<file path="src/rtl/prewish_pkg.sv">
// Shared widths and default parameters for the prewish LED pattern system.
package prewish_pkg;
  localparam int DATA_W               = 8;
  localparam int IDX_W                = $clog2(DATA_W);
  localparam int DEF_POR_CYCLES       = 4;
  localparam int DEF_SYSCLK_DIV_BITS  = 22;
endpackage

</file>
<file path="src/rtl/prewish_if.sv">
// Strobe/data bus carrying one pattern byte from the mentor to blinky.
interface prewish_if;
  import prewish_pkg::*;
  logic              stb;
  logic [DATA_W-1:0] dat;
  modport master (output stb, output dat);
  modport slave  (input  stb, input  dat);
endinterface

</file>
<file path="src/rtl/prewish_blinky.sv">
// Slave that plays the loaded byte on one LED, MSB first, one bit per
// prescaler period, looping until reloaded or reset.
module prewish_blinky
  import prewish_pkg::*;
#(
  parameter int SYSCLK_DIV_BITS = DEF_SYSCLK_DIV_BITS
) (
  input  logic      clk,
  input  logic      rst,
  prewish_if.slave  wb,
  output logic      led_o
);
  logic [DATA_W-1:0]          mask_q, mask_d;
  logic [SYSCLK_DIV_BITS-1:0] presc_q, presc_d;
  logic [IDX_W-1:0]           idx_q, idx_d;
  logic                       led_q;

  // A load restarts the bit period so the new MSB gets its full duration.
  always_comb begin
    mask_d  = mask_q;
    presc_d = presc_q + 1'b1;
    idx_d   = idx_q;
    if (wb.stb) begin
      mask_d  = wb.dat;
      presc_d = '0;
      idx_d   = IDX_W'(DATA_W - 1);
    end else if (&presc_q) begin
      idx_d = idx_q - 1'b1;
    end
  end

  always_ff @(posedge clk or posedge rst) begin
    if (rst) begin
      mask_q  <= '0;
      presc_q <= '0;
      idx_q   <= IDX_W'(DATA_W - 1);
      led_q   <= 1'b0;
    end else begin
      mask_q  <= mask_d;
      presc_q <= presc_d;
      idx_q   <= idx_d;
      led_q   <= mask_q[idx_q];
    end
  end

  assign led_o = led_q;
endmodule

</file>
<file path="src/rtl/prewish_mentor.sv">
// Stimulus master: turns each rising edge of a level strobe into a one-clock
// bus strobe carrying the byte present at that edge.
module prewish_mentor
  import prewish_pkg::*;
(
  input  logic              clk,
  input  logic              rst,
  input  logic              stb_i,
  input  logic [DATA_W-1:0] dat_i,
  prewish_if.master         wb
);
  logic              stb_in_q;
  logic              stb_o_q, stb_o_d;
  logic [DATA_W-1:0] dat_o_q, dat_o_d;

  always_comb begin
    stb_o_d = 1'b0;
    dat_o_d = dat_o_q;
    if (stb_i && !stb_in_q) begin
      stb_o_d = 1'b1;
      dat_o_d = dat_i;
    end
  end

  always_ff @(posedge clk or posedge rst) begin
    if (rst) begin
      stb_in_q <= 1'b0;
      stb_o_q  <= 1'b0;
      dat_o_q  <= '0;
    end else begin
      stb_in_q <= stb_i;
      stb_o_q  <= stb_o_d;
      dat_o_q  <= dat_o_d;
    end
  end

  assign wb.stb = stb_o_q;
  assign wb.dat = dat_o_q;
endmodule

</file>
<file path="src/rtl/prewish_syscon.sv">
// Clock/reset source: buffered clock and a reset stretched for POR_CYCLES clocks
// after power-up or after the external reset releases.
module prewish_syscon #(
  parameter int POR_CYCLES = prewish_pkg::DEF_POR_CYCLES
) (
  input  logic clk_i,
  input  logic rst_i,
  output logic clk_o,
  output logic rst_o
);
  localparam int CNT_W = $clog2(POR_CYCLES + 1);

  // Power-up value comes from the FPGA configuration, so no external reset is needed.
  logic [CNT_W-1:0] cnt_q = '0;
  logic [CNT_W-1:0] cnt_d;
  logic             por_act;

  SB_GB u_gb (
    .USER_SIGNAL_TO_GLOBAL_BUFFER (clk_i),
    .GLOBAL_BUFFER_OUTPUT         (clk_o)
  );

  assign por_act = (cnt_q != CNT_W'(POR_CYCLES));

  always_comb begin
    cnt_d = cnt_q;
    if (por_act) cnt_d = cnt_q + 1'b1;
  end

  always_ff @(posedge clk_o or posedge rst_i) begin
    if (rst_i) cnt_q <= '0;
    else       cnt_q <= cnt_d;
  end

  assign rst_o = rst_i | por_act;
endmodule

</file>
<file path="src/rtl/sb_gb.sv">
// Simulation passthrough model of the iCE40 global clock buffer.
module SB_GB (
  input  logic USER_SIGNAL_TO_GLOBAL_BUFFER,
  output logic GLOBAL_BUFFER_OUTPUT
);
  assign GLOBAL_BUFFER_OUTPUT = USER_SIGNAL_TO_GLOBAL_BUFFER;
endmodule

</file>
<file path="src/rtl/prewish_blinky_sys.sv">
// Board-level LED pattern system: syscon, mentor and blinky wired together.
module prewish_blinky_sys
  import prewish_pkg::*;
#(
  parameter int SYSCLK_DIV_BITS = DEF_SYSCLK_DIV_BITS,
  parameter int POR_CYCLES      = DEF_POR_CYCLES
) (
  input  logic              i_clk,
  input  logic              RST_I,
  input  logic              STB_I,
  input  logic [DATA_W-1:0] DAT_I,
  output logic              o_led
);
  logic clk_w;
  logic rst_w;

  prewish_if bus ();

  prewish_syscon #(.POR_CYCLES(POR_CYCLES)) u_syscon (
    .clk_i (i_clk),
    .rst_i (RST_I),
    .clk_o (clk_w),
    .rst_o (rst_w)
  );

  prewish_mentor u_mentor (
    .clk   (clk_w),
    .rst   (rst_w),
    .stb_i (STB_I),
    .dat_i (DAT_I),
    .wb    (bus.master)
  );

  prewish_blinky #(.SYSCLK_DIV_BITS(SYSCLK_DIV_BITS)) u_blinky (
    .clk   (clk_w),
    .rst   (rst_w),
    .wb    (bus.slave),
    .led_o (o_led)
  );
endmodule

</file>
<file path="config.mk">
export PLATFORM = sky130hd
export DESIGN_NAME = prewish_blinky_sys
export DESIGN_NICKNAME = d
export VERILOG_FILES = /design/src/rtl/prewish_pkg.sv /design/src/rtl/prewish_if.sv /design/src/rtl/prewish_blinky.sv /design/src/rtl/prewish_mentor.sv /design/src/rtl/prewish_syscon.sv /design/src/rtl/sb_gb.sv /design/src/rtl/prewish_blinky_sys.sv
export SDC_FILE = /design/constraint.sdc
export NUM_CORES = 1
export LEC_CHECK = 0
export ABC_AREA = 1
export CAP_MARGIN = 25
export CORE_MARGIN = 2
export CORE_UTILIZATION = 50
export DETAILED_ROUTE_END_ITERATION = 7
export HOLD_SLACK_MARGIN = 0.12
export PLACE_DENSITY = 0.74
export SYNTH_ARGS = -nofsm -noshare
export SYNTH_HDL_FRONTEND = slang
export SYNTH_HIERARCHICAL = 1
export SYNTH_SLANG_ARGS = --single-unit
</file>
<file path="constraint.sdc">
create_clock -name i_clk -period 4.15 [get_ports i_clk]
set_clock_uncertainty 0.15 [all_clocks]
set_input_delay 1.245 -clock i_clk [delete_from_list [all_inputs] [get_ports i_clk]]
set_output_delay 1.245 -clock i_clk [all_outputs]
set_load 0.05 [all_outputs]
</file>
After elaboration in Yosys (flattened, before gate mapping):

Index checks and enable logic that the tools add are counted.

* logic and storage cells: 24
* register bits: 47
* input bits: 11
* output and inout bits: 1

* $lt $le $gt $ge: 1
* eq/ne operators: 1
* muxes and demuxes: 6
* add/sub/neg operators: 3
* reductions and logical operators: 4
* bitwise operators: 1

Operators with widths (number)
* adder 22 x 1 -> 22 bit, second input constant: 1
* two-way mux 22 bit: 1
* AND reduction 22 bit: 1
* two-way mux 3 bit: 2
* < comparator 3 x 4 -> 1 bit, second input constant: 1
* adder 3 x 1 -> 3 bit, second input constant: 1
* binary-select mux 1 bit (select 3 bit): 1
* inequality test 3 bit, second input constant: 1
* subtractor 3 x 1 -> 3 bit, second input constant: 1
* two-way mux 1 bit: 2
* nonzero test 2 bit: 1
* logical AND 1 bit: 1
* logical NOT 1 bit: 1
* bitwise OR 1 bit: 1

Longest topological paths before layout:

* word-level depth: 3
* mapped depth: 9
* mapped depth without buffers: 9

By module:

Netlist, hierarchy kept.

By module, submodules not included
* prewish_blinky: instances 1, cells each 227, sequential area each 854.6 um^2, area an instance 1764.2 um^2
* prewish_mentor: instances 1, cells each 39, sequential area each 250.2 um^2, area an instance 400.4 um^2
* prewish_syscon: instances 1, cells each 21, sequential area each 75.1 um^2, area an instance 167.7 um^2
* SB_GB: instances 1, cells each 1, sequential area each 0.0 um^2, area an instance 7.5 um^2

Worst setup path before layout:

OpenSTA, ideal clock, no wires.

* kind: register to output
* start point: reg u_blinky.led_q (netlist: u_blinky/led_o)
* end point: out o_led
* path buffers: 0
* slack: 2.169 ns
* data required time: 2.755 ns
* arrival: 0.586 ns
* stages on the path, launching flop included: 1
* cells stage by stage: dfrtp_1

RTL lines
* start: declaration: line prewish_blinky.sv:16 `logic led_q;`
* start signal: assignment: line prewish_blinky.sv:42 `led_q <= mask_q[idx_q];`
* end: declaration: line prewish_blinky_sys.sv:12 `output logic o_led`

No word-level cell between the ends.

Worst setup path after layout:

* start point: reg u_blinky.led_q (netlist: u_blinky/led_o)
* end point: out o_led

No word-level cell between the ends.

==> flow_summary.json <==
{
  "syn_inst": 288,
  "start_kind": "flip-flop",
  "wire_per_inst_microns": 11.2,
  "antenna_found_initial": 0,
  "initial_core_util_pct": 52.6,
  "cp-end-kind": "output port",
  "yosysWarnings": 6,
  "grt_use_met1_pct": 23.6,
  "period_share_pct": 68.2,
  "status": "finished clean",
  "critPathTopFamily": "buffers and inverters",
  "ys_ff_latch": 47,
  "post-dp-hpwl_mm": 3.04,
  "critPathMaxFanout": 1,
  "drive_above_1_share_pct": 10.9,
  "root_buffer": "clkbuf_8",
  "grt_max_degree": 27,
  "seqCellArea_sq_um": 1180,
  "slowest_stage": "clkdlybuf4s50_1",
  "ir_worst_vdd_uv": 254,
  "die_h_microns": 72.4,
  "final-max-slew-violation-count": 0,
  "avgViaCountPerCell": 5.02,
  "max_freq_mhz": 353,
  "cts.sinks": 47,
  "grt_overflow": 0,
  "post_cts_buffers": 0,
  "cp_num_buf_inv": 1,
  "grt_pass1_vias": 1754,
  "track_usage_pct": 17.9,
  "hp-class": "flip-flop to async pin",
  "die_x_microns": 72.4,
  "period_needed_ns": 2.83,
  "drc": 0,
  "multi_input_area_sq_um": 1010,
  "dieArea_sq_um": 5240,
  "arrival_ns": 1.44,
  "setup_tns_ns": 0,
  "ys_seq_area_share_pct": 50.4,
  "ios": 12,
  "busiest_layer": "met2",
  "syn2layout_area_growth_pct": 10.2,
  "numCtsBuffers": 5,
  "port_buffers": 11,
  "core-area_sq_um": 4440,
  "layout.nets": 317,
  "rows": 24,
  "syn-cell-area_sq_um": 2340,
  "clkSlewWorstSetupHoldPaths_ns": 0.08,
  "gr-usage-met2_pct": 30.2,
  "slew_headroom_pct": 61.3,
  "gp_congestion": 0.778,
  "slowest_delay_ns": 0.79,
  "p_leak_nw": 1.31,
  "required_ns": 2.75,
  "num-fill-cells": 406,
  "use_met3_pct": 3.75,
  "worst_pin_slew_ns": 0.580,
  "clk_latency_ns": 0.30,
  "routed_wirelength_mm": 3.97,
  "synth_nets": 303,
  "cts_tree": "yes",
  "power.density_nw_per_um2": 358,
  "fin_util_pct": 58.0,
  "drt_first_pass_iters": 4,
  "route.vias.total": 1783,
  "cts_resized": 0,
  "clock_path_buffers": 2,
  "ant_nets": 0,
  "maxCapViolations": 0,
  "hold_viol": 0,
  "synth.avg_cell_area_sq_um": 8.12,
  "rsz0062_at_grt": "false",
  "path_cells": "clkdlybuf4s50_1",
  "h-tree-depth": 2,
  "diodes": 0,
  "timing_worst_setup_path_type": "flip-flop to output port",
  "yosys.cell_types.count": 32,
  "finalSetupViolCount": 0,
  "grt_pass1_wl_mm": 7.52,
  "detailedRoute.firstIterationViolations": 89,
  "cts_hold_buf": 0
}
-- flip-flops by register name, summed over array words and instances (netlist names) --
signal	cells
u_blinky/mask_q	8
u_mentor/wb.stb	1
u_mentor/stb_in_q	1
u_syscon/cnt_q	3
u_blinky/idx_q	3
u_mentor/wb.dat	8
u_blinky/led_o	1
u_blinky/presc_q	22
-- Yosys cell counts, drive strengths merged --
cell type,count,area (sq um)
o21a,2,15.0
nor2,44,209
nand2,97,410
clkinv,1,3.75
nand4,3,18.8
clkbuf,2,7.51
o21ai,15,75.1
and3,1,6.26
o21bai,2,15.0
xnor2,1,8.76
nor3,1,10.0
dfstp,3,78.8
buf,4,28.8
a21oi,9,45.0
dfrtp,44,1100
inv,28,108
ha,4,50.1
xor2,2,17.5
nand3,24,125
and2,1,6.26
-- area by class of cell --
class                      instances  area share (%)
clock buffer                       6            2.81
tap                               52            2.52
inverter                          29            4.32
sequential                        47            45.8
clock inverter                     2           0.485
multi-input combinational        206            39.3
timing repair buffer              13            4.85
-- report_power, final --
part           leakage (nW)  switching [mW]  internal, mW
registers             0.609          0.0314         0.505
logic                 0.663          0.0715        0.0493
clock network        0.0412           0.149         0.118
-- metal layers --
layer / routed length [microns] / vias to the layer above
met1: 1840 / 818
met4: 44 / 0
met5: 0 / -
met2: 1950 / 28
met3: 134 / 5
li1: - / 932
-- metrics by stage --
stage / total power, mW / area, sq um / std cells / hold WS, ns / worst slack, ns
2_1_floorplan: 0.711 / 2340 / 288 / 0.216 / 1.79
3_3_place_gp: 0.662 / 2490 / 347 / 0.292 / 1.59
3_5_place_dp: 0.669 / 2490 / 347 / 0.296 / 1.56
4_1_cts: 0.934 / 2580 / 355 / 0.307 / 1.31
5_1_grt: 0.978 / 2580 / 355 / 0.345 / 1.29
6_report: 0.924 / 2580 / 355 / 0.291 / 1.32
-- final timing paths --
kind | start | endpoint | slack (ns) | cells after the start
max | u_blinky/led_o | o_led | 1.32 | 1
min | u_syscon/cnt_q[2] | u_mentor/wb.dat[1] | 0.29 | 2
max reg2reg | u_blinky/presc_q[0] | u_blinky/presc_q[18] | 2.52 | 8
min reg2reg | u_syscon/cnt_q[2] | u_mentor/wb.dat[1] | 0.29 | 2
max in group asynchronous | RST_I | u_blinky/idx_q[2] | 1.94 | 5
min in group i_clk | u_blinky/presc_q[0] | u_blinky/presc_q[0] | 0.32 | 1
-- worst min-delay path, delay by kind of cell (launching register included) --
kind                   cells  cell delay, ns
buffers and inverters      1            0.30
and+or+nand+nor            1            0.12
DFF                        1            0.44
-- logic make-up after synthesis --
| group | Yosys count | share of synthesized area (%) |
|---|---|---|
| XOR/XNOR | 3 | 1.12 |
| adder cells (fa/ha/maj) | 4 | 2.14 |
| AND/OR/NAND/NOR | 171 | 33.6 |
| flip-flops | 47 | 50.4 |
| AO/OA/AOI/OAI | 28 | 6.42 |
| buffers and inverters | 35 | 6.31 |
-- layout by cell type, fill, tap and decap left out --
cell / synthesis / final
clkbuf_1: 2 / 1
o21ai_0: 10 / 10
nor2_1: 36 / 36
nand4_1: 3 / 3
clkinv_2: 0 / 1
inv_1: 26 / 26
nand2_2: 6 / 6
dfstp_2: 3 / 3
clkbuf_8: 0 / 5
nand3_2: 1 / 1
nor2_4: 2 / 2
and3_1: 1 / 1
nand2_1: 88 / 88
nor2_8: 1 / 1
o21a_1: 2 / 2
nor2_2: 5 / 5
o21ai_1: 5 / 5
buf_4: 1 / 2
xnor2_1: 1 / 1
ha_1: 4 / 4
dfrtp_1: 44 / 44
nand2_8: 1 / 1
nor3_2: 1 / 1
nand2_4: 2 / 2
nand3_1: 23 / 23
and2_1: 1 / 1
clkdlybuf4s50_1: 0 / 11
a21oi_1: 9 / 9
o21bai_1: 2 / 2
clkinvlp_4: 0 / 1
clkinv_1: 1 / 1
inv_4: 1 / 1
inv_2: 1 / 1
xor2_1: 2 / 2
No activity file was read; power rests on OpenSTA's default activity.
